`src/rtl/sr_ff_bank.sv`:
```
// Bank of WIDTH set/reset flags with S=R=1 resolution, edge pulses, sticky conflicts and a conflict counter.
// Latency: 1 cycle from sampled inputs to every output. All outputs are registered.
// Backpressure: none. Inputs are consumed every cycle, and en=0 freezes q and suppresses new events.
module sr_ff_bank #(
  parameter int unsigned      WIDTH = 8,
  parameter int unsigned      MODE  = 1,
  parameter logic [WIDTH-1:0] INIT  = {WIDTH{1'b0}},
  parameter int unsigned      CNT_W = 8
) (
  input  logic             clk,
  input  logic             reset,
  input  logic             en,
  input  logic [WIDTH-1:0] s,
  input  logic [WIDTH-1:0] r,
  input  logic [WIDTH-1:0] conflict_clr,
  input  logic             cnt_clr,
  output logic [WIDTH-1:0] q,
  output logic [WIDTH-1:0] q_rise,
  output logic [WIDTH-1:0] q_fall,
  output logic [WIDTH-1:0] conflict,
  output logic [CNT_W-1:0] conflict_cnt
);

  // MODE values outside 0..3 decode to none of these flags, so they behave as hold.
  localparam bit M_SET = (MODE == 32'd1);
  localparam bit M_RST = (MODE == 32'd2);
  localparam bit M_TOG = (MODE == 32'd3);

  localparam logic [CNT_W-1:0] CNT_MAX = {CNT_W{1'b1}};
  localparam logic [CNT_W-1:0] CNT_ONE = CNT_W'(1);

  logic [WIDTH-1:0] conf_bits;      // channels requesting set and reset together this cycle
  logic [WIDTH-1:0] conf_res;       // value taken by a channel in conflict
  logic [WIDTH-1:0] q_n;            // next flip-flop state
  logic             conflict_cycle; // enabled cycle with at least one conflicting channel

  // Resolve the next state per channel; en=0 leaves every channel unchanged.
  always_comb begin
    conf_bits = s & r;
    if (M_SET) begin
      conf_res = {WIDTH{1'b1}};
    end else if (M_RST) begin
      conf_res = {WIDTH{1'b0}};
    end else if (M_TOG) begin
      conf_res = ~q;
    end else begin
      conf_res = q;
    end
    q_n = q;
    if (en) begin
      q_n = (q & ~s & ~r) | (s & ~r) | (conf_bits & conf_res);
    end
    conflict_cycle = en & (|conf_bits);
  end

  // State and edge pulses. Because q_n equals q when en=0, no pulse can fire while disabled.
  always_ff @(posedge clk) begin
    if (reset) begin
      q      <= INIT;
      q_rise <= {WIDTH{1'b0}};
      q_fall <= {WIDTH{1'b0}};
    end else begin
      q      <= q_n;
      q_rise <= ~q & q_n;
      q_fall <= q & ~q_n;
    end
  end

  // Sticky conflict flags. A new event wins over a same-cycle clear, so no event is lost.
  always_ff @(posedge clk) begin
    if (reset) begin
      conflict <= {WIDTH{1'b0}};
    end else begin
      conflict <= (conflict & ~conflict_clr) | ({WIDTH{en}} & conf_bits);
    end
  end

  // Saturating count of conflict cycles. A clear that coincides with a conflict restarts the count at 1.
  always_ff @(posedge clk) begin
    if (reset) begin
      conflict_cnt <= {CNT_W{1'b0}};
    end else if (cnt_clr) begin
      conflict_cnt <= conflict_cycle ? CNT_ONE : {CNT_W{1'b0}};
    end else if (conflict_cycle && (conflict_cnt != CNT_MAX)) begin
      conflict_cnt <= conflict_cnt + CNT_ONE;
    end
  end

endmodule

```
`config.mk`:
```
export PLATFORM = sky130hd
export DESIGN_NAME = sr_ff_bank
export DESIGN_NICKNAME = d
export VERILOG_FILES = /design/src/rtl/sr_ff_bank.sv
export SDC_FILE = /design/constraint.sdc
export NUM_CORES = 1
export LEC_CHECK = 0
export CAP_MARGIN = 20
export CORE_MARGIN = 2
export CORE_UTILIZATION = 40
export DETAILED_ROUTE_END_ITERATION = 10
export PLACE_DENSITY = 0.82
export SLEW_MARGIN = 20
export SYNTH_ARGS = -nofsm -noshare
export SYNTH_HDL_FRONTEND = slang
export SYNTH_SLANG_ARGS = --single-unit
```
`constraint.sdc`:
```
create_clock -name clk -period 1.7 [get_ports clk]
set_input_delay 0.17 -clock clk [delete_from_list [all_inputs] [get_ports clk]]
set_output_delay 0.17 -clock clk [all_outputs]
set_load 0.01 [all_outputs]
```
==> metrics.cfg <==
[power]
p_switching_w=0.000458
powerDensity_nw_per_um2=782
sw_frac_of_total_pct=23.9
seqPwrFrac_pct=51.6
leakagePower_nw=0.920
internal_power_w=0.00146
ir_worst_vdd_mv=0.431
clock_power_share_pct=33.5
power_frac_comb_pct=14.9
power_w=0.00191

[clock_tree]
ctsResizeCount=0
root_buffer=clkbuf_8
cts_tree=done
ctsHtreeMaxLevel=2
cts_hold_buf=0
clock_latency_ps=290
cts_setup_buffers=0
cts_buffer_depth=2
numClockSinks=40
clkTransAtPathRegs_ps=70
numCtsBuffers=5

[setup_path]
worstSetupPathType=reg -> reg
rr_endpoint=conflict_cnt[4]
rr_worst_depth=6
path_cells=ha_1 > and2_1 > nand3_2 > nand4_1 > or4_1 > nand2_1
cp-end-kind=register
max_stage_delay_ps=400
slowest_stage=or4_1
cp.arrival_ps=1850
cp-startpoint=conflict_cnt[0]
ff2ff_setup_slack_ps=90
start_kind=register
worstPathMaxFanout=7
required_ps=1940
r2r-start=conflict_cnt[0]

[final_layout]
final_cell_count_no_fill=312
design_area_um2=2450
antenna_cells=0
drive_gt1_share_pct=11.4
synthToLayoutAreaGrowth_pct=60.0
fin_nets=292

[synthesis]
yosys.cell_types.count=30
dominantRegCellSynth=dfxtp_1
yosysSeqAreaShare_pct=52.3
synth_top_cell_by_area=dfxtp_1
synth_nets=208
yosysTopAreaCellShare_pct=52.3
synth_area_um2=1530
syn_inst=179
synthTopCellsByArea=dfxtp_1, nand2_1, a21oi_1
syn_area_per_cell_um2=8.55
synth_common_cells=dfxtp_1, nand2_1, a21oi_1, nor3_1, nand3_1
yosysMostFrequentCell=dfxtp_1
ys_async_sr_fraction_pct=0
ys_ff_latch=40
synth_enable_flop_cells=0
yosys_warnings=0

[floorplanning]
dieArea_um2=4340
ioPinCount=68
start_util_pct=41.8
std_cell_rows=22
coreArea_um2=3660
die_x_um=65.9
die_h_um=65.9

[placed_design]
gp_congestion=0.827
placed_area_um2=2360
dp_cells=304
dp_slack_ps=-14.4
portBuffers=67
dpl.hpwl_um=2800

[global_routing]
grt_overflow=0
grt_max_degree=28
grt_usage_pct=18.8
antenna_found_initial=0
grt_pass1_vias=1391
grt_pass1_wl_um=6070

[sta]
setup-tns-final_ps=0
timing.fmax_ghz=0.620
relSlewSlack_pct=74.2
period_share_pct=94.9
finalWorstSetupSlack_ps=87.1
setup_viol=0
hold_viol=0
rsz0062_at_grt=no
worst_pin_slew_ps=387
finClkSkew_ps=2.79
maxSlewViolCount=0
fin_crit_ps=1610

[hold_path]
worstHoldEndpoint=conflict[1]
min_path_type=reg -> reg
worst_hold_startpoint=conflict[1]
min_path_cells=2

[routing]
drtAntennaViolNets=0
detailroute.via_count=1571
drt-initial-drc-count=88
wirelength_um=3920
via_per_inst=5.04
wire_per_inst_um=12.5
drtPass1Iterations=4
drc=0

[job]
cap_violations=0

[status]
status=finished, final reports clean

how the worst max path moves through the flow:
stage	to	slack (ps)	depth (start not counted)
floorplan	conflict_cnt[4]	190	6
global placement	conflict_cnt[4]	20	7
detailed placement	conflict_cnt[4]	-10	7
CTS	conflict_cnt[4]	90	6
global route	conflict_cnt[7]	20	6
finish	conflict_cnt[4]	90	6
sequential cells by signal, indices dropped and copies added, names as in the netlist:
signal	count
q_fall	8
q	8
q_rise	8
conflict	8
conflict_cnt	8
stage by stage:
step / hold WS, ps / utilization (%)
floorplan: 247 / -
global placement: 462 / 64.4
detailed placement: 459 / 64.4
CTS: 476 / 66.9
global route: 488 / 66.9
finish: 473 / 66.9
cells by family (layout without fill, tap and decap cells):
logic type      Yosys count  in the layout  share of synthesized area [%]
simple gates             92             92                           29.9
flops                    40             40                           52.3
buf+inv                   9             94                           3.11
fa+ha+maj                 1              1                          0.818
compound gates           37             37                           13.8
critical path, delay by kind of cell, from the launching register on:
| kind | cells | cell delay [ps] |
|---|---|---|
| DFF | 1 | 350 |
| adders and majority gates | 1 | 230 |
| and+or+nand+nor | 5 | 970 |
placed cells by master (no fill, tap or decap), drive strengths merged:
cell type	netlist	layout
ha	1	1
o211ai	2	2
nand4	3	3
a211oi	1	1
dfxtp	40	40
o31a	1	1
buf	5	19
a22oi	2	2
or3	4	4
or2	1	1
and3	3	3
clkdlybuf4s50	0	67
or4	1	1
and4	1	1
nor2b	1	1
nor3	17	17
a31oi	2	2
o21ai	6	6
clkbuf	4	6
nand3	12	12
nand2b	9	9
nor2	2	2
clkinv	0	2
nand2	37	37
a22o	2	2
a21oi	21	21
and2	1	1
per-layer routing:
| metal | up-vias | wire, um | track usage, % |
|---|---|---|---|
| li1 | 795 | - | - |
| met1 | 710 | 1660 | 21.4 |
| met2 | 59 | 1870 | 32.1 |
| met3 | 7 | 286 | 5.28 |
| met4 | 0 | 99 | 9.38 |
| met5 | - | 0 | 0 |
power groups by stage:
stage	clock network (W)	registers (W)	logic [W]
after detailed placement	0	0.00101	0.000282
after global placement	0	0.00101	0.000279
final	0.000642	0.000988	0.000285
after CTS	0.000659	0.000988	0.000286
after global routing	0.000686	0.000991	0.000310
after floorplan	0	0.00102	0.0000853
area by class of cell:
cell class | instances | area (um2)
clock inverter | 2 | 10.0
timing repair buffer | 86 | 813
fill | 312 | 1210
tap | 48 | 60.1
multi-input combinational | 130 | 682
sequential | 40 | 801
clock buffer | 6 | 82.6
Note: power is estimated with default switching activity, not from simulation.
